<file path="src/rtl/conv_sched.sv">
// conv_sched: sequencing controller for a convolution layer.
// For each output channel it loops over the input channels. Each input
// channel loads its weight set and then streams every feature-map column
// through the PE array. After the last input channel, the accumulated
// output columns are drained. The block pulses done once per layer.
module conv_sched #(
    parameter int IC_NUM  = 64,
    parameter int OC_NUM  = 64,
    parameter int COL_NUM = 56,
    parameter int WHT_NUM = 10,
    localparam int WW = (WHT_NUM > 1) ? $clog2(WHT_NUM) : 1,
    localparam int CW = (COL_NUM > 1) ? $clog2(COL_NUM) : 1,
    localparam int IW = (IC_NUM  > 1) ? $clog2(IC_NUM)  : 1,
    localparam int OW = (OC_NUM  > 1) ? $clog2(OC_NUM)  : 1
) (
    input  logic          clk,
    input  logic          rst_n,
    input  logic          start,
    input  logic          abort,
    input  logic          wht_valid,
    output logic          wht_ready,
    input  logic          fmap_valid,
    output logic          fmap_ready,
    input  logic          out_ready,
    output logic          out_valid,
    output logic          wht_ld,
    output logic [WW-1:0] wht_idx,
    output logic          pe_en,
    output logic          acc_clr,
    output logic          pad_l,
    output logic          pad_r,
    output logic [CW-1:0] col_idx,
    output logic [IW-1:0] ic_idx,
    output logic [OW-1:0] oc_idx,
    output logic          busy,
    output logic          done
);

    typedef enum logic [2:0] {
        IDLE   = 3'd0,
        LOAD_W = 3'd1,
        RUN    = 3'd2,
        DRAIN  = 3'd3,
        DONE   = 3'd4
    } state_t;

    // Terminal values of each counter, sized to match the counter width.
    localparam logic [WW-1:0] WHT_LAST = WW'(WHT_NUM - 1);
    localparam logic [CW-1:0] COL_LAST = CW'(COL_NUM - 1);
    localparam logic [IW-1:0] IC_LAST  = IW'(IC_NUM - 1);
    localparam logic [OW-1:0] OC_LAST  = OW'(OC_NUM - 1);

    state_t        state_q, state_d;
    logic [WW-1:0] wht_idx_q, wht_idx_d;
    logic [CW-1:0] col_idx_q, col_idx_d;
    logic [IW-1:0] ic_idx_q,  ic_idx_d;
    logic [OW-1:0] oc_idx_q,  oc_idx_d;

    // State and index registers. Reset returns the block to IDLE with all indices cleared.
    // NOTE: sequential state uses non-blocking assignments so every register
    // samples the pre-edge value of its sources, whatever the statement order.
    always_ff @(posedge clk or negedge rst_n) begin
        if (!rst_n) begin
            state_q   <= IDLE;
            wht_idx_q <= '0;
            col_idx_q <= '0;
            ic_idx_q  <= '0;
            oc_idx_q  <= '0;
        end else begin
            state_q   <= state_d;
            wht_idx_q <= wht_idx_d;
            col_idx_q <= col_idx_d;
            ic_idx_q  <= ic_idx_d;
            oc_idx_q  <= oc_idx_d;
        end
    end

    // Next-state, index update, handshake and strobe decode. Abort overrides everything.
    // NOTE: every signal written here gets a default first. Without that, a path
    // that leaves one unassigned would infer a latch.
    always_comb begin
        state_d    = state_q;
        wht_idx_d  = wht_idx_q;
        col_idx_d  = col_idx_q;
        ic_idx_d   = ic_idx_q;
        oc_idx_d   = oc_idx_q;
        wht_ready  = 1'b0;
        wht_ld     = 1'b0;
        fmap_ready = 1'b0;
        pe_en      = 1'b0;
        acc_clr    = 1'b0;
        pad_l      = 1'b0;
        pad_r      = 1'b0;
        out_valid  = 1'b0;
        done       = 1'b0;

        case (state_q)
            IDLE: begin
                if (start) begin
                    state_d   = LOAD_W;
                    wht_idx_d = '0;
                    col_idx_d = '0;
                    ic_idx_d  = '0;
                    oc_idx_d  = '0;
                end
            end

            LOAD_W: begin
                wht_ready = 1'b1;
                wht_ld    = wht_valid;
                if (wht_valid) begin
                    if (wht_idx_q == WHT_LAST) begin
                        wht_idx_d = '0;
                        state_d   = RUN;
                    end else begin
                        wht_idx_d = wht_idx_q + 1'b1;
                    end
                end
            end

            RUN: begin
                fmap_ready = 1'b1;
                pe_en      = fmap_valid;
                // The first input channel overwrites the accumulator; later channels add to it.
                acc_clr    = fmap_valid && (ic_idx_q == '0);
                pad_l      = fmap_valid && (col_idx_q == '0);
                pad_r      = fmap_valid && (col_idx_q == COL_LAST);
                if (fmap_valid) begin
                    if (col_idx_q == COL_LAST) begin
                        col_idx_d = '0;
                        if (ic_idx_q != IC_LAST) begin
                            ic_idx_d = ic_idx_q + 1'b1;
                            state_d  = LOAD_W;
                        end else begin
                            state_d  = DRAIN;
                        end
                    end else begin
                        col_idx_d = col_idx_q + 1'b1;
                    end
                end
            end

            DRAIN: begin
                out_valid = 1'b1;
                if (out_ready) begin
                    if (col_idx_q == COL_LAST) begin
                        col_idx_d = '0;
                        ic_idx_d  = '0;
                        if (oc_idx_q != OC_LAST) begin
                            oc_idx_d = oc_idx_q + 1'b1;
                            state_d  = LOAD_W;
                        end else begin
                            state_d  = DONE;
                        end
                    end else begin
                        col_idx_d = col_idx_q + 1'b1;
                    end
                end
            end

            DONE: begin
                done    = 1'b1;
                state_d = IDLE;
            end

            default: begin
                state_d = IDLE;
            end
        endcase

        if (abort) begin
            state_d   = IDLE;
            wht_idx_d = '0;
            col_idx_d = '0;
            ic_idx_d  = '0;
            oc_idx_d  = '0;
        end
    end

    // Indices are exposed straight from the registers.
    assign wht_idx = wht_idx_q;
    assign col_idx = col_idx_q;
    assign ic_idx  = ic_idx_q;
    assign oc_idx  = oc_idx_q;
    assign busy    = (state_q != IDLE);

endmodule

</file>
<file path="config.mk">
export PLATFORM = sky130hd
export DESIGN_NAME = conv_sched
export DESIGN_NICKNAME = d
export VERILOG_FILES = /design/src/rtl/conv_sched.sv
export SDC_FILE = /design/constraint.sdc
export NUM_CORES = 1
export LEC_CHECK = 0
export ABC_AREA = 0
export BUFFER_PORTS_ARGS = -buffer_cell sky130_fd_sc_hd__buf_4
export CAP_MARGIN = 10
export CORE_ASPECT_RATIO = 1.2
export CORE_MARGIN = 1
export CORE_UTILIZATION = 50
export CTS_CLUSTER_SIZE = 24
export DETAILED_ROUTE_END_ITERATION = 16
export HOLD_SLACK_MARGIN = 0.06
export PLACE_DENSITY = 0.75
export SLEW_MARGIN = 20
export SYNTH_ARGS = -nofsm -noshare
export SYNTH_HDL_FRONTEND = slang
export SYNTH_SLANG_ARGS = --single-unit
</file>
<file path="constraint.sdc">
create_clock -name clk -period 4.5 [get_ports clk]
set_clock_uncertainty 0.1 [all_clocks]
set_input_delay 0.45 -clock clk [delete_from_list [all_inputs] [get_ports clk]]
set_output_delay 0.45 -clock clk [all_outputs]
set_load 0.005 [all_outputs]
</file>
-- Word-level counts from Yosys, hierarchy flattened
Cells that the tools add are included.
Widths: inputs -> output; s select.
- add/subtract/negate cells: 4
- multipliers: 0
- div/mod/pow operators: 0
- order comparisons: 0
- eq/ne operators: 17
- shifts and indexed selects: 0
- mux-type cells: 43
- bitwise logic cells: 0
- reduce and logical (&&, ||, !) cells: 15
- operators with widths (operator ; number):
    $mux 6 ; 15
    $pmux 6 s3 ; 2
    $mux 3 ; 9
    $ne 3x3->1 const B ; 9
    $add 6x1->6 const B ; 3
    $mux 4 ; 4
    $reduce_and 7->1 ; 2
    $logic_not 6->1 ; 2
    $ne 6x6->1 const B ; 2
    $pmux 3 s4 ; 1
    $pmux 6 s2 ; 1
    $mux 1 ; 9
    $reduce_bool 3->1 ; 3
    $pmux 4 s2 ; 1
    $eq 3x2->1 const B ; 2
    $eq 6x6->1 const B ; 1
    $reduce_and 5->1 ; 1
    $add 4x1->4 const B ; 1
    $eq 4x4->1 const B ; 1
    $reduce_and 4->1 ; 1
    $reduce_bool 4->1 ; 1
    $eq 3x1->1 const B ; 1
    $eq 3x3->1 const B ; 1
    $logic_and 1x1->1 ; 3
    other kinds (3) ; 3
- flip-flop bits (word level): 25
- bits in latches: 0
- bits in writable memories: 0
- memory bits (read-only): 0
- input port bits: 7
- output and inout port bits: 32
- logic and storage cells: 84
- memories kept: 0

-- Longest topological paths before layout
Gate-level depths: netlist (run 1).
- depth in word-level cells: 6
- depth in mapped cells: 7

-- Worst setup path before layout (run 1)
OpenSTA, ideal clock, no wires.
- kind: register to register
- start: register col_idx_q[0], in the netlist col_idx[0]
- end: register oc_idx_q[0], in the netlist oc_idx[0]
- setup time: 125 ps
- arrival time: 1829 ps
- data required time: 4275 ps
- path slack: 2446 ps
- cell stages (with the launch flop): 7
- path buffers: 0
- cell sequence: dfrtp_1 -> ha_1 -> and4b_1 -> nand2_1 -> o41a_1 -> nand2b_4 -> mux2_4
- longest elaborated chain between the ends: 3
- RTL lines (element ; line ; source):
    from (decl) ; 55 ; logic [CW-1:0] col_idx_q, col_idx_d;
    from (signal assigned) ; 72 ; col_idx_q <= col_idx_d;
    $eq 6x6->1 ; 146 ; if (col_idx_q == COL_LAST) begin
    $ne 3x3->1 (no source line) ; - ;
    $reduce_and 5->1 (no source line) ; - ;
    to (signal assigned) ; 74 ; oc_idx_q <= oc_idx_d;
    to (decl) ; 57 ; logic [OW-1:0] oc_idx_q, oc_idx_d;
No other way between the ends.
A chain may end at the register's enable or synchronous reset.

-- Worst setup path after layout (run 1)
- start: register state_q[1]
- end: output port acc_clr
- longest elaborated chain between the ends: 2
- RTL lines (element ; line ; source):
    from (decl) ; 53 ; state_t state_q, state_d;
    from (signal assigned) ; 70 ; state_q <= state_d;
    $eq 3x2->1 ; 97 ; case (state_q)
    $mux 1 ; 97 ;
    to (decl) ; 29 ; output logic acc_clr,
No other way between the ends.

==> summary.txt, run 1 <==
Setup path
  – Critical path data arrival time: 1.76 ns
  – Reg2reg end: oc_idx[0]
  – Crit end category: output port
  – Setup CP Type: reg2out
  – Reg2reg start: col_idx[0]
  – Highest fanout seen on the critical path: 15
  – WP data required: 3.95 ns
  – Minimum setup slack among reg-to-reg paths: 2.24 ns
  – Worst Reg-to-Reg Cells: 6
  – Crit start category: flop

Yosys
  – Top post-synthesis cells by count: 25 x dfrtp_1, 22 x o21ai_0, 21 x nand2_1
  – Distinct cells, synth: 44
  – Mapped cell area: 1650 um^2
  – Top_reg_cell synth: dfrtp_1
  – Syn Area/Cell: 8.79 um^2
  – Post-synth EDFFs: 0
  – Post-synthesis sequential element count: 25
  – Number of cells produced by synthesis: 188
  – Async set-reset flop share out of synthesis: 1.00
  – Post-synthesis net count: 202
  – YS warnings: 0
  – Most common cell in the netlist: dfrtp_1
  – Sequential fraction of the synthesis area: 0.379
  – Largest area contributor in the netlist: dfrtp_1
  – Yosys top cell area share: 0.379
  – Synth area leaders: dfrtp_1 38%, o21ai_0 6.7%, ha_1 5.3%

Clock network
  – CTS Root Buffer Type: clkbuf_4
  – CTS tree: done
  – Post-CTS sizing: 0
  – Cts bufs inserted: 3
  – Worst-Skew Late Latency: 0.32 ns
  – CTS H-tree depth: 1
  – Hold buffers post-CTS: 1
  – CTS clk-pin slew, worst paths: 0.14 ns
  – Sink Count: 25
  – Postcts setup bufs: 0
  – Largest buffer count on any clock path: 2

STA
  – Worst-Margin Slew: 0.627 ns
  – Max-Slew Margin vs Limit: 0.578
  – Max Clock Freq: 434 MHz
  – Max-slew violation count: 0
  – Final Hold Fails: 0
  – Period utilisation layout: 0.513
  – Fin Setup TNS: 0 ns
  – Unrepaired setup endpoints after global routing: no
  – Minimum clock period after layout: 2.31 ns
  – Final Setup Violations: 0

Pwr
  – Pleak: 0.951 nW
  – Power per cell area: 357 nW/um^2
  – Maximum vdd ir drop: 0.227 mV

Floorplanning
  – Core area: 3110 um^2
  – Die height: 65.0 um
  – Starting Density: 0.531
  – Top-Level Pins: 39
  – Std cell rows: 22
  – Die Wd: 54.5 um
  – Die area: 3540 um^2

Worst hold path
  – Hold wc startpoint: wht_idx[3]
  – Hold EP: wht_idx[3]
  – Hold crit path type: reg2reg
  – Cells on Worst Hold Path: 1

Routing
  – DRC viols: 0
  – Final ANT Viol Nets: 0
  – Number of DRC violations after detailed-routing iteration 0: 41
  – Post-Route WL: 3700 um
  – DR WL/cell: 14.1 um
  – Pre-antenna DRT Iters: 4
  – Via count: 1536
  – Via density per instance: 5.86

Global routing
  – First-pass GRT wire length: 6030 um
  – Total GRT Usage: 0.231
  – Residual overflow from global routing: 0
  – Initial antenna violation count: 0
  – Vias in the first global route: 1391
  – Largest net degree at the start of global routing: 26

Final layout
  – Fillcell total: 291
  – Ant diodes: 0
  – Nets: 241
  – Area delta synth->final: 19.8%
  – Layout cells sized above 1: 0.235
  – Design Area, Final: 1980 um^2

Placed design
  – GP Congestion: 0.861
  – IO buf count: 38
  – Hpwl dp: 2790 um
  – Area after DPL: 1940 um^2

Job
  – Max-cap violations: 0

Outcome
  – Outcome: complete, no violations
## layer usage
metal / global-route usage / wire length [um] / up-vias
li1: - / - / 758
met1: 0.294 / 1650 / 724
met2: 0.377 / 1840 / 49
met3: 0.0282 / 165 / 5
met4: 0.106 / 53 / 0
met5: 0 / 0 / -
## placed cells by master (no fill, tap or decap), drive strengths merged, types with 2 or more instances in the layout
master,Yosys,routed
a21o,3,3
a21oi,9,9
and2,3,3
and3,7,7
buf,5,38
clkbuf,0,4
dfrtp,25,25
ha,7,7
inv,7,7
mux2,2,2
mux2i,2,2
nand2,21,21
nand2b,6,6
nand3,13,13
nor2,15,15
nor2b,2,2
nor3,6,6
nor4,2,2
o211a,2,2
o21ai,24,24
o31ai,8,8
or2,3,3
or3,2,2
## stage by stage
stage                     worst slack [ns]  total power, mW   util  std cells  hold WS (ns)
final                                 2.19            0.706  0.636        262         0.412
after global routing                  2.03            0.767  0.636        262         0.440
after CTS                             2.18            0.715  0.636        262         0.418
after detailed placement              2.29            0.608  0.624        257         0.275
after global placement                2.35            0.597  0.624        257         0.271
after floorplan                       2.45            0.514      -        188        0.0544
## state kept, by name (all words and copies together), names as in the netlist
register  count
col_idx       6
ic_idx        6
oc_idx        6
state_q       3
wht_idx       4
## cell type report
class / count / area (um^2) / share of cell area
Clock buffer: 4 / 26.3 / 0.0133
Inverter: 7 / 26.3 / 0.0133
Multi-Input combinational cell: 151 / 960 / 0.485
Sequential cell: 25 / 626 / 0.316
Tap cell: 36 / 45.0 / 0.0228
Timing Repair Buffer: 39 / 295 / 0.149
## worst max-delay path, stage by stage (launching register included)
cell      delay [ns]
dfrtp_1         0.61
nand2b_1        0.16
nor2_1          0.16
and2_1          0.22
and3_1          0.18
buf_4           0.11
## how the worst max path moves through the flow
stage               start   endpoint  slack [ns]
2_1_floorplan  col_idx[0]  oc_idx[0]        2.45
3_3_place_gp   col_idx[0]  oc_idx[0]        2.35
3_5_place_dp   col_idx[0]  oc_idx[0]        2.29
4_1_cts        state_q[0]    acc_clr        2.18
5_1_grt        state_q[1]    acc_clr        2.03
6_report       state_q[1]    acc_clr        2.19
## cell families after synthesis
| family | Yosys count | share of synthesized area |
|---|---|---|
| fa+ha+maj | 7 | 0.0530 |
| simple gates | 86 | 0.276 |
| mux | 4 | 0.0280 |
| compound gates | 54 | 0.224 |
| flops | 25 | 0.379 |
| buf+inv | 12 | 0.0402 |
## power by group
part	switching (mW)	internal (mW)	leakage, nW
Clock	0.0666	0.0347	0.0150
Sequential	0.0445	0.244	0.346
Combinational	0.167	0.150	0.590
Total	0.278	0.428	0.951
No activity file was read; power rests on OpenSTA's default activity.
==> run 2, diff against run 1 <==
Settings changed: CORE_UTILIZATION 50 to 48.
Clock period 4.5 ns to 1.9 ns, I/O delays scaled along.
==> run 2 against run 1 <==
Effect of this change: setup slack worse by 2.3 ns; final area up 24%; core utilization up 14 points; first-iteration DRC count up 68%; via count up 17%; sequential power up 120%; count of clock-buffer cells in the layout unchanged; the flow now finishes with violations (setup timing); register-to-register slack worse by 2.3 ns; final cell count up 16%.
==> summary.txt, run 2 (synthesized netlist as in run 1, its figures left out) <==
Outcome
  – Outcome: finished with violations
  – Violated checks: setup timing

STA
  – Max-slew violation count: 0
  – Worst-Margin Slew: 0.347 ns
  – Hold slack: 0.174 ns
  – Max-Slew Margin vs Limit: 0.768
  – Setup slack after layout: -0.0642 ns
  – Max Clock Freq: 509 MHz
  – Minimum clock period after layout: 1.96 ns
  – Final Hold Fails: 0
  – Final Setup Violations: 9
  – Unrepaired setup endpoints after global routing: yes
  – Period utilisation layout: 1.03

Clock network
  – Largest buffer count on any clock path: 2
  – CTS Root Buffer Type: clkbuf_4
  – Sink Count: 25
  – Worst-Skew Late Latency: 0.33 ns
  – Cts bufs inserted: 3
  – CTS H-tree depth: 1
  – CTS tree: done
  – CTS clk-pin slew, worst paths: 0.14 ns

Pwr
  – Combinational power share: 0.611
  – Seq pwr share: 0.278
  – Internal power: 1.42 mW
  – Clock share of power: 0.111
  – Maximum vdd ir drop: 0.775 mV
  – Tot Pwr: 2.27 mW
  – Power per cell area: 930 nW/um^2
  – Pleak: 1.19 nW
  – Sw power: 0.849 mW
  – Sw Ratio: 0.374

Global routing
  – First-pass GRT wire length: 7710 um
  – Initial antenna violation count: 0
  – Largest net degree at the start of global routing: 26
  – Residual overflow from global routing: 0
  – Total GRT Usage: 0.269
  – Vias in the first global route: 1741

Placed design
  – IO buf count: 38
  – Hpwl dp: 3280 um
  – GP Congestion: 0.858

Floorplanning
  – Top-Level Pins: 39
  – Die area: 3680 um^2
  – Die Wd: 55.5 um
  – Die height: 66.3 um
  – Std cell rows: 22
  – Starting Density: 0.522
  – Core area: 3170 um^2

Setup path
  – Critical-path top delay cell: dfrtp_1
  – Critical path data arrival time: 2.10 ns
  – Setup CP Type: reg2reg
  – Crit start category: flop
  – CP bufs+invs: 0
  – Top delay family on crit path: simple AND/OR/NAND/NOR gates
  – Slowest Stage Delay on Critical Path: 0.38 ns
  – Crit end category: flop
  – CP cell instances: ha_2 -> and4b_2 -> nand2_2 -> o41a_1 -> nand2b_4 -> mux2_4
  – WP data required: 2.03 ns
  – Minimum setup slack among reg-to-reg paths: -0.06 ns
  – Highest fanout seen on the critical path: 6

Routing
  – DRC viols: 0
  – Number of DRC violations after detailed-routing iteration 0: 69
  – DR WL/cell: 15.9 um
  – Via density per instance: 5.89
  – Via count: 1790
  – Pre-antenna DRT Iters: 5
  – Post-Route WL: 4820 um
  – Final ANT Viol Nets: 0

Final layout
  – Ant diodes: 0
  – Layout cells sized above 1: 0.448
  – Fillcell total: 217
  – Nets: 283
  – Area delta synth->final: 48.0%
  – Most common cell after layout, fill and taps aside: buf_4
  – Most frequent cells in the layout: 71 x buf_4, 22 x dfrtp_1, 20 x nand2_1

Worst hold path
  – Hold crit path type: in2async

Job
  – Max-cap violations: 0
==> run 2: changes by cell type in the layout (fill, tap and decap cells not counted), moves of 2 or more <==
cell and change:
buf_4 +33, o21ai_0 -10, o21ai_1 +8, buf_6 +7, dfrtp_1 -3, dfrtp_2 +3, a21oi_1 -2, a21oi_2 +2
nor2_1 -2, nor2_2 +2, nor3_1 -2, nor3_2 +2, or3_1 -2, or3_4 +2
==> run 2: final timing paths <==
kind / from / endpoint / cells past startpoint
worst max-delay path: col_idx[0] / oc_idx[0] / 6
worst min-delay path: rst_n / col_idx[2] / 2
worst max register to register: col_idx[0] / oc_idx[0] / 6
worst min register to register: wht_idx[3] / wht_idx[3] / 1
max in group asynchronous: rst_n / state_q[2] / 2
min in group clk: abort / wht_idx[1] / 4
==> run 2: layer usage <==
layer  part of all wire  track usage
met1               0.41        0.308
met2               0.51        0.495
met3              0.051       0.0274
met4              0.034        0.138
met5                  0            0
==> run 2: through the flow <==
step	util	std cells	setup WS [ns]	cell area [um^2]	setup TNS (ns)
2_1_floorplan	-	188	-0.0872	1650	-0.102
3_3_place_gp	0.676	283	0.00971	2140	0
3_5_place_dp	0.676	283	-0.129	2140	-0.260
4_1_cts	0.732	299	-0.0244	2320	-0.0444
5_1_grt	0.772	304	-0.0913	2440	-0.767
6_report	0.772	304	-0.0642	2440	-0.177
==> run 2: power by group through the flow <==
| stage | clock [mW] | combinational [mW] | sequential (mW) |
|---|---|---|---|
| 6_report | 0.253 | 1.39 | 0.632 |
| 5_1_grt | 0.275 | 1.49 | 0.638 |
| 4_1_cts | 0.262 | 1.20 | 0.626 |
| 3_5_place_dp | 0 | 0.977 | 0.655 |
| 3_3_place_gp | 0 | 0.945 | 0.651 |
| 2_1_floorplan | 0 | 0.582 | 0.636 |
==> run 2: what timing repair did <==
item	CTS	global route
cloned	0	1
setup buffers	11	4
endpoints found under the setup margin	16	23
resized for setup	15	31
hold endpoints to repair	25	0
hold buffers	1	0
pin swaps	5	5
==> run 2: cell type report <==
class,count,area [um^2],share of cell area
clock buffers,4,26.3,0.0107
repair buffers,80,642,0.263
flip-flops and latches,25,629,0.257
well taps,36,45.0,0.0184
multi-input cells,152,1080,0.440
inverters,7,26.3,0.0107
